===== src/rtl/bus_arbiter.sv =====
// bus_arbiter: two-master req/grant arbiter with tenure preemption and bus mux; define BUS_ARB_RR_EN for round-robin ties
module bus_arbiter #(
  parameter int MAX_HOLD = 16
) (
  input  logic        clk,
  input  logic        reset_n,
  input  logic        m0_req,
  input  logic        m0_wr,
  input  logic [7:0]  m0_address,
  input  logic [31:0] m0_dout,
  input  logic        m1_req,
  input  logic        m1_wr,
  input  logic [7:0]  m1_address,
  input  logic [31:0] m1_dout,
  output logic        m0_grant,
  output logic        m1_grant,
  output logic        bus_wr,
  output logic [7:0]  bus_address,
  output logic [31:0] bus_dout
);
  typedef enum logic [1:0] {IDLE, GRANT0, GRANT1} state_t;
  localparam logic [7:0] HOLD_LIM = 8'(MAX_HOLD - 1);
  state_t     r_state;
  state_t     w_next;
  state_t     w_other;
  logic [7:0] r_hold_cnt;
  logic       w_own_req;
  logic       w_oth_req;
  logic       w_preempt;
  logic       w_tie_m1;
`ifdef BUS_ARB_RR_EN
  logic       r_last_owner;
  assign w_tie_m1 = ~r_last_owner;
`else
  assign w_tie_m1 = 1'b0;
`endif
  // next owner: IDLE picks a requester, an owner hands off on release or when its contested tenure is used up
  always_comb begin
    w_own_req = (r_state == GRANT1) ? m1_req : m0_req;
    w_oth_req = (r_state == GRANT1) ? m0_req : m1_req;
    w_other   = (r_state == GRANT0) ? GRANT1 : GRANT0;
    w_preempt = (MAX_HOLD != 0) && w_oth_req && (r_hold_cnt == HOLD_LIM);
    w_next    = (r_state == IDLE) ? ((m0_req && m1_req) ? (w_tie_m1 ? GRANT1 : GRANT0) :
                                     m0_req ? GRANT0 : m1_req ? GRANT1 : IDLE) :
                (!w_own_req || w_preempt) ? (w_oth_req ? w_other : IDLE) : r_state;
  end
  // state register and contested-tenure counter, cleared on any handoff or when uncontested
  always_ff @(posedge clk) begin
    if (!reset_n) begin
      r_state    <= IDLE;
      r_hold_cnt <= 8'd0;
    end else begin
      r_state    <= w_next;
      r_hold_cnt <= (w_next != r_state || !w_oth_req) ? 8'd0 :
                    (r_hold_cnt == 8'hFF) ? r_hold_cnt : r_hold_cnt + 8'd1;
    end
  end
`ifdef BUS_ARB_RR_EN
  // remember who was granted most recently so the other master wins the next IDLE tie
  always_ff @(posedge clk) begin
    if (!reset_n) r_last_owner <= 1'b1;
    else if (w_next != r_state && w_next != IDLE) r_last_owner <= (w_next == GRANT1);
  end
`endif
  assign m0_grant = (r_state == GRANT0);
  assign m1_grant = (r_state == GRANT1);
  // drive the bus from the granted master, zeros when idle
  always_comb begin
    bus_wr      = m0_grant ? m0_wr      : m1_grant ? m1_wr      : 1'b0;
    bus_address = m0_grant ? m0_address : m1_grant ? m1_address : 8'h00;
    bus_dout    = m0_grant ? m0_dout    : m1_grant ? m1_dout    : 32'h0;
  end
  a_grant_onehot: assert property (@(posedge clk) !(m0_grant && m1_grant));
endmodule


===== config.mk =====
export PLATFORM = sky130hd
export DESIGN_NAME = bus_arbiter
export DESIGN_NICKNAME = d
export VERILOG_FILES = /design/src/rtl/bus_arbiter.sv
export SDC_FILE = /design/constraint.sdc
export NUM_CORES = 1
export LEC_CHECK = 0
export ABC_AREA = 0
export BUFFER_PORTS_ARGS = -buffer_cell sky130_fd_sc_hd__buf_2
export CAP_MARGIN = 20
export CORE_MARGIN = 2
export CORE_UTILIZATION = 31
export DETAILED_ROUTE_END_ITERATION = 10
export GPL_ROUTABILITY_DRIVEN = 0
export PLACE_DENSITY = 0.8
export SLEW_MARGIN = 15
export SYNTH_ARGS = -nofsm -noshare
export SYNTH_HDL_FRONTEND = slang
export SYNTH_SLANG_ARGS = --single-unit

===== constraint.sdc =====
create_clock -name clk -period 1.71 [get_ports clk]
set_input_delay 0.2565 -clock clk [delete_from_list [all_inputs] [get_ports clk]]
set_output_delay 0.2565 -clock clk [all_outputs]
set_load 0.05 [all_outputs]

== Word level (Yosys, flattened, before mapping) ==
Cells that the tools add are included.
Word-level totals
  flip-flop bits (word level): 10
  output and inout port bits: 43
Cells by class
  add/subtract/negate cells: 1
  equality and inequality tests: 5
  multiplexer cells: 15
  bitwise logic cells: 1
  reduce and logical (&&, ||, !) cells: 8
Operators with widths (count)
  $mux W32: 2
  $mux W8: 2
  $mux W2: 7
  $add A8 B1 Y8 const B: 1
  $eq A8 B4 Y1 const B: 1
  $eq A8 B8 Y1 const B: 1
  $mux W1: 4
  $eq A2 B1 Y1 const B: 1
  $eq A2 B2 Y1 const B: 1
  $logic_and A1 B1 Y1: 2
  $logic_not A1 Y1: 2
  $logic_not A2 Y1: 1
  $logic_or A1 B1 Y1: 2
  $ne A2 B2 Y1: 1
  $reduce_or A2 Y1: 1
  $not A1 Y1: 1

== Longest topological paths before layout ==
Gate-level depths: netlist of run 1.
  word-level depth: 9
  gate-level depth with buffers: 6
  gate-level depth less buffers: 5

== Worst setup path before layout of run 1 ==
Ideal clock, no wire load.
  kind: reg-to-output
  from: register r_state[0]
  to: output bus_address[0]
  data arrival time: 1555 ps
  data required time: 1454 ps
  slack: -102 ps
  stages on the path, launching flop included: 5
  path buffers: 2
  cells stage by stage: dfxtp_1 > nor2b_1 > clkbuf_1 > buf_2 > a22o_1
RTL lines
  start, declared: line 23  | state_t r_state;
  start signal, assigned: line 53  | r_state <= w_next;
  $eq A2 B1 Y1: line 65  | assign m0_grant = (r_state == GRANT0);
  named net m0_grant: line 15  | output logic m0_grant,
  $mux W8: line 70  | bus_address = m0_grant ? m0_address : m1_grant ? m1_address : 8'h00;
  end, declared: line 18  | output logic [7:0] bus_address,
The timed path passes the listed nets, and every way through them passes these cells.

== Worst setup path after layout of run 1 ==
  from: register r_state[1]
  to: output bus_dout[15]
Between the ends
  longest elaborated chain between the ends: 3
RTL lines
  $eq A2 B2 Y1: line 66  | assign m1_grant = (r_state == GRANT1);
  $mux W32: line 71  | bus_dout = m0_grant ? m0_dout : m1_grant ? m1_dout : 32'h0;
  $mux W32 (*): line 71
  end, declared: line 19  | output logic [31:0] bus_dout
Every way passes the cells marked *; elsewhere a longest branch is shown, timed or not.

==> results.txt, run 1 <==
CTS tree = done
CP required = 1.45 ns
Final Hold Vio Count = 0
Finish-stage setup viols = 0
drt first pass iters = 4
crit path DAT = 1.38 ns
worst slack, placed = 0.1441 ns
H-tree depth = 1
die width = 59.20 µm
diode count = 0
Max Cap Viol = 0
CTS clk-pin slew, worst paths = 0.06 ns
Hold Crit Class = primary input to flop
Syn-to-layout area delta = 89.40%
Die Height = 59.20 µm
Final min period = 1.635 ns
clock buffer depth = 2
initial antenna violation count = 0
Die ar. = 3505 µm²
mean post-synth cell area = 8.434 µm²
GRT Resource Usage Total = 0.2107
Clock Skew = 0.003418 ns
post-detail-place hpwl = 3315 µm
I/O pin total = 129
Port Buffer Count = 128
Slew Viols, Final = 0
Tcrit/Tclk final = 0.9564
Mapped Area = 944.7 µm²
Pleak = 0.0009879 µW
Netlist cell types = 31
startpoint types = flop
DRC Markers = 0
routed wire length = 3956 µm
gr ovfl total = 0
final instance area = 1789 µm²
core area = 2978 µm²
DR WL/cell = 14.71 µm
vias in the first global route = 1252
slowest cell on the critical path = dfxtp_4
number of synthesized register bits = 10
Clock Latency Late Sink = 0.25 ns
largest net degree at the start of global routing = 32
setup bufs post-CTS = 0
clk root buf = clkbuf_4
setup ws final = 0.07462 ns
nets = 325
Clock Sink Count = 10
placed cell area = 1643 µm²
Largest stage delay, worst path = 0.38 ns
most frequent CP cell = buf_4
Max IR drop VDD = 280.5 µV
sequential share of the synthesized area = 0.2119
Synth Instances = 112
Worst Setup End Kind = output port
fmax = 611.5 MHz
critical path's top delay family = buffers and inverters
Post-CTS Hold Buffers = 0
first-pass GRT wire length = 5796 µm
Sum Neg Setup Slack = 0 ns
critical path peak fanout = 12
worst-margin pin slew = 0.3639 ns
via-per-instance ratio = 5.234
CTS buffer count = 3
Synth warnings = 0
status = finished clean
CP Buf/Inv Count = 2
Power Total = 1048 µW
Syn Nets = 199
Starting Density = 0.3172
Slew HR = 0.7552
PwrDens = 585.9 nW/µm²
worst setup path class = flop to output port
placed cell count = 266
RSZ-0062 raised after global routing = false
antenna-violating nets left = 0
fin cells = 269
via count = 1408
CP Cell Sequence = nor2b_4 > buf_4 > a22o_1 > buf_4
FP Rows = 20
first-iteration detailed-routing DRC count = 106
share of cells above drive strength 1 = 0.6483
## layer usage
| metal | vias to the layer above | routed length [µm] | GRT usage | share of wire |
|---|---|---|---|---|
| li1 | 710 | - | - | - |
| met1 | 637 | 1576 | 0.2649 | 0.40 |
| met2 | 53 | 2028 | 0.3579 | 0.51 |
| met3 | 8 | 281 | 0.04148 | 0.071 |
| met4 | 0 | 69 | 0.06818 | 0.017 |
| met5 | - | 0 | 0 | 0 |
## flip-flops by register name, summed over array words and instances (netlist names)
signal / cells
r_state: 2
r_hold_cnt: 8
## timing repair
| item | CTS | global route |
|---|---|---|
| gates resized for setup | 45 | 3 |
| endpoints found under the setup margin | 41 | 35 |
| gates cloned | 0 | 0 |
## cell usage after synthesis, drive strengths merged
library cell  count  area share
nand4b            1      0.0093
nor3              2       0.016
o21ai             2       0.023
a22o             41        0.38
nand3b            1      0.0079
buf               8       0.042
dfxtp            10        0.21
o2111a            1       0.012
a31oi             7       0.046
xnor2             1      0.0093
clkbuf            3       0.016
nor2              4       0.016
o21bai            1      0.0079
nor4b             1      0.0093
nor2b             3       0.020
nor3b             2       0.016
nand3             3       0.016
ha                1       0.013
o21a              2       0.016
mux2i             1       0.011
nand2             6       0.024
inv               1      0.0040
and3              5       0.036
or4               1       0.012
a21oi             2       0.011
a211o             1      0.0093
nor4              1      0.0066
## cells by family (layout without fill, tap and decap cells)
| kind of cell | Yosys count | after routing | synth area share |
|---|---|---|---|
| adder cells (fa/ha/maj) | 1 | 1 | 0.01324 |
| AND/OR/NAND/NOR | 30 | 30 | 0.1881 |
| AO/OA/AOI/OAI | 57 | 57 | 0.5046 |
| flip-flops | 10 | 10 | 0.2119 |
| buffers and inverters | 12 | 136 | 0.06226 |
| XOR/XNOR | 1 | 1 | 0.009273 |
| multiplexers | 1 | 1 | 0.01060 |
## where the power goes
group	internal [µW]	total (µW)	switching [µW]
clock network	80.5	147	66.7
registers	236	243	7.25
logic	249	658	409
## worst reg2reg max path, stage by stage, from the launching register on
cell     delay [ns]
dfxtp_1        0.37
ha_1           0.21
and3_1         0.30
nand3_1        0.24
a31oi_1        0.22
o21a_1         0.13
## per-stage QoR
step	hold slack (ns)	util
5_1_grt	0.2762	0.6008
3_3_place_gp	0.4638	0.5517
6_report	0.2717	0.6008
3_5_place_dp	0.4709	0.5517
4_1_cts	0.2635	0.5979
2_1_floorplan	0.4052	-
## final timing paths
path	start	endpoint	slack, ns	depth (start not counted)
worst max-delay path	r_state[1]$_SDFF_PN0_	bus_dout[15]	0.07	4
worst min-delay path	reset_n	r_state[1]$_SDFF_PN0_	0.27	3
worst max register to register	r_hold_cnt[0]$_SDFFE_PP0P_	r_hold_cnt[3]$_SDFFE_PP0P_	0.19	5
worst min register to register	r_hold_cnt[1]$_SDFFE_PP0P_	r_hold_cnt[1]$_SDFFE_PP0P_	0.48	2
## cell type report
cell class,instances,area [µm²]
Tap cell,33,41.29
Multi-Input combinational cell,90,711.9
Inverter,1,3.754
Timing Repair Buffer,132,802.0
Fill cell,257,1189
Clock buffer,3,22.52
Sequential cell,10,207.7
## layout by cell type (no fill, tap or decap), types with 2 or more instances in the layout
cell type and count:
buf_2 87, buf_4 42, a22o_1 32, a22o_2 9, dfxtp_1 8, a31oi_1 7, nand2_1 6, nor2_1 4
and3_1 3, nand3_1 3, clkbuf_4 3, nor2b_4 2, and3_2 2, o21a_1 2, a21oi_1 2, nor3b_1 2
buf_12 2, dfxtp_4 2
Note: power is estimated with default switching activity, not from simulation.
==> inputs of run 2 (changes only) <==
- PLACE_DENSITY: 0.8 -> not set
- PLACE_DENSITY_LB_ADDON: not set -> 0.1
==> results.txt, run 2 (synthesized netlist as in run 1, its figures left out) <==
clock buffer depth = 2
via-per-instance ratio = 5.435
H-tree depth = 1
biggest regs = r_hold_cnt (8), r_state (2)
Sum Neg Setup Slack = 0 ns
first-iteration detailed-routing DRC count = 113
vias in the first global route = 1359
Die Height = 59.20 µm
CTS clk-pin slew, worst paths = 0.05 ns
critical path peak fanout = 21
largest reg by FF count = r_hold_cnt
setup ws final = 0.06065 ns
Starting Density = 0.3172
I/O pin total = 129
worst slack, placed = 0.1547 ns
Clock Skew = 0.006271 ns
via count = 1462
gr ovfl total = 0
RSZ-0062 raised after global routing = true
Flop pwr share = 0.221
Pleak = 0.001021 µW
switch share = 0.4527
Final min period = 1.649 ns
initial antenna violation count = 0
drt first pass iters = 4
Final Hold Vio Count = 0
final core occ = 0.6429
routed wire length = 4261 µm
most frequent cells in the layout = 87 x buf_2, 32 x a22o_1, 25 x buf_6
setup bufs post-CTS = 0
Die ar. = 3505 µm²
nets = 325
clk root buf = clkbuf_4
CTS tree = done
Max Cap Viol = 0
largest net degree at the start of global routing = 44
most common cell after layout, fill and taps aside = buf_2
Syn-to-layout area delta = 102.6%
Finish-stage setup viols = 0
Post-CTS Hold Buffers = 0
DR WL/cell = 15.84 µm
first-pass GRT wire length = 5816 µm
Hold Crit Class = primary input to flop
diode count = 0
Worst Setup End Kind = output port
DRC Markers = 0
worst-margin pin slew = 0.3332 ns
status = finished clean
share of cells above drive strength 1 = 0.6483
final instance area = 1914 µm²
die width = 59.20 µm
Slew HR = 0.7758
worst setup path class = flop to output port
Clock Latency Late Sink = 0.26 ns
placed cell area = 1628 µm²
Slew Viols, Final = 0
GRT Resource Usage Total = 0.2126
Port Buffer Count = 128
Tcrit/Tclk final = 0.9645
startpoint types = flop
core area = 2978 µm²
Psw = 498.4 µW
P_int = 602.5 µW
antenna-violating nets left = 0
crit path DAT = 1.39 ns
max FFs per register = 8
Gate power share = 0.643
clock share of power = 0.136
Clock Sink Count = 10
Power Total = 1101 µW
CP required = 1.45 ns
post-detail-place hpwl = 2932 µm
FP Rows = 20
CTS buffer count = 3
PwrDens = 575.1 nW/µm²
Max IR drop VDD = 364.8 µV
fmax = 606.3 MHz
## run 2: layer usage
layer,GRT usage,part of all wire,vias up
li1,-,-,710
met1,0.2243,0.37,678
met2,0.3909,0.53,64
met3,0.05022,0.080,10
met4,0.1006,0.021,0
met5,0,0,-
## run 2: final timing paths
kind	start	to	slack [ns]	cells after the start
worst min register to register	r_hold_cnt[1]$_SDFFE_PP0P_	r_hold_cnt[1]$_SDFFE_PP0P_	0.47	2
worst min-delay path	reset_n	r_state[1]$_SDFF_PN0_	0.28	3
worst max-delay path	r_state[1]$_SDFF_PN0_	bus_dout[16]	0.06	4
worst max register to register	r_hold_cnt[0]$_SDFFE_PP0P_	r_hold_cnt[4]$_SDFFE_PP0P_	0.20	5
## run 2: timing repair
item                       4_1_cts  5_1_grt
resized for setup               67        7
cloned                           1        1
setup endpoints to repair       41       39
## run 2: layout make-up
| cell class | count | area (µm²) |
|---|---|---|
| inverters | 1 | 3.754 |
| multi-input cells | 90 | 711.9 |
| repair buffers | 132 | 927.1 |
| well taps | 33 | 41.29 |
| fillers | 254 | 1064 |
| clock buffers | 3 | 22.52 |
| flip-flops and latches | 10 | 207.7 |
## run 2: critical path, stage by stage (launching register included)
cell       delay [ns]
dfxtp_4          0.38
nor2b_4          0.20
clkbuf_16        0.21
a22o_1           0.18
buf_6            0.17
## run 2: per-stage QoR
step           hold WS, ns  cells
6_report            0.2821    269
3_3_place_gp        0.4713    264
5_1_grt             0.2844    269
4_1_cts             0.2749    268
2_1_floorplan       0.4052    112
3_5_place_dp        0.4721    264
## run 2: power groups by stage
stage          Sequential, µW  Combinational, µW  Clock (µW)
2_1_floorplan             246                411           0
3_3_place_gp              247                589           0
6_report                  243                708         149
5_1_grt                   244                737         174
3_5_place_dp              248                595           0
4_1_cts                   245                684         157
==> inputs of run 3 (changes only) <==
- RECOVER_POWER: not set -> 50
- SKIP_CTS_REPAIR_TIMING: not set -> 1
==> results.txt, run 3 (synthesized netlist as in run 1, its figures left out) <==
Psw = 493.0 µW
Fin Hold WS = 0.2828 ns
first-pass GRT wire length = 4843 µm
GRT Resource Usage Total = 0.1747
nets = 325
Clock Latency Late Sink = 0.26 ns
Final Hold Vio Count = 0
fmax = 602.2 MHz
H-tree depth = 1
DRC Markers = 0
drt first pass iters = 4
share of cells above drive strength 1 = 0.6441
R2R Setup Slk = 0.19 ns
first-iteration detailed-routing DRC count = 117
Flop pwr share = 0.225
post-detail-place hpwl = 2932 µm
largest net degree at the start of global routing = 44
most common cell after layout, fill and taps aside = buf_2
CTS tree = done
RSZ-0062 raised after global routing = true
Hold Path Depth = 3
worst setup path class = flop to output port
Slew HR = 0.7752
Starting Density = 0.3172
sink of the worst hold path = r_state[1]$_SDFF_PN0_
Clock Sink Count = 10
I/O pin total = 129
Finish-stage setup viols = 0
fin cells = 269
max FFs per register = 8
Final min period = 1.660 ns
FP Rows = 20
Reg-to-Reg End = r_hold_cnt[5]$_SDFFE_PP0P_
Hold Crit Class = primary input to flop
clock buffer depth = 2
initial antenna violation count = 0
CTS clk-pin slew, worst paths = 0.05 ns
diode count = 0
worst-margin pin slew = 0.3341 ns
Max IR drop VDD = 356.4 µV
P_int = 586.2 µW
antenna-violating nets left = 0
Port Buffer Count = 128
hold path startpoint = reset_n
routed wire length = 4210 µm
die width = 59.20 µm
Syn-to-layout area delta = 96.69%
DR WL/cell = 15.65 µm
gr ovfl total = 0
clk root buf = clkbuf_4
Die ar. = 3505 µm²
core area = 2978 µm²
Tcrit/Tclk final = 0.9710
Critical R2R Launch = r_hold_cnt[5]$_SDFFE_PP0P_
via-per-instance ratio = 5.346
Worst Setup End Kind = output port
startpoint types = flop
FILL cells = 264
biggest regs = r_hold_cnt (8), r_state (2)
Max Cap Viol = 0
largest reg by FF count = r_hold_cnt
via count = 1438
most frequent cells in the layout = 86 x buf_2, 32 x a22o_1, 30 x buf_4
switch share = 0.4568
cells on worst reg2reg path = 4
status = finished clean
Pleak = 0.001009 µW
Slew Viols, Final = 0
vias in the first global route = 1164
PwrDens = 580.8 nW/µm²
Clock Skew = 0.006271 ns
critical path peak fanout = 21
Die Height = 59.20 µm
crit path DAT = 1.40 ns
Gate power share = 0.636
CP required = 1.45 ns
placed cell count = 264
CTS buffer count = 3
clock share of power = 0.138
## run 3: critical path, cell delays in order (launching register included)
cell	delay (ns)
dfxtp_4	0.38
nor2b_4	0.20
clkbuf_16	0.21
a22o_1	0.16
buf_4	0.20
## run 3: worst max-delay path by stage
stage / end / start / cells past startpoint / slack (ns)
floorplan: bus_address[0] / r_state[0]$_SDFF_PN0_ / 4 / 0.02
global placement: bus_dout[14] / r_state[0]$_SDFF_PN0_ / 4 / 0.17
detailed placement: bus_dout[14] / r_state[0]$_SDFF_PN0_ / 4 / 0.15
CTS: bus_dout[14] / r_state[0]$_SDFF_PN0_ / 4 / -0.13
global route: bus_dout[21] / r_state[0]$_SDFF_PN0_ / 4 / -0.01
finish: bus_dout[21] / r_state[1]$_SDFF_PN0_ / 4 / 0.05
## run 3: power by group through the flow
stage,clock [µW],combinational (µW),sequential [µW]
2_1_floorplan,0,411,246
3_3_place_gp,0,589,247
3_5_place_dp,0,595,248
4_1_cts,157,596,242
5_1_grt,174,714,244
6_report,149,686,243
## run 3: stage by stage
stage / instance area (µm²) / utilization / setup slack, ns / TNS [ns] / power (µW)
6_report: 1858 / 0.6240 / 0.04955 / 0 / 1079
2_1_floorplan: 955.9 / - / 0.02320 / 0 / 656.6
4_1_cts: 1650 / 0.5542 / -0.1335 / -4.014 / 995.4
5_1_grt: 1858 / 0.6240 / -0.01486 / -0.02306 / 1131
3_3_place_gp: 1628 / 0.5466 / 0.1665 / 0 / 836.0
3_5_place_dp: 1628 / 0.5466 / 0.1547 / 0 / 842.5
## run 3: final cells by class
type,instances,area [µm²],share of cell area
sequential,10,207.7,0.1118
timing repair buffer,132,874.6,0.4707
inverter,1,3.754,0.002020
multi-input combinational,90,708.2,0.3811
tap,33,41.29,0.02222
clock buffer,3,22.52,0.01212
## run 3: layer usage
layer  vias up  global-route usage  wire, µm
li1        708                   -         -
met1       665              0.1856      1621
met2        55              0.3328      2219
met3        10             0.03930       317
met4         0             0.05844        52
met5         -                   0         0
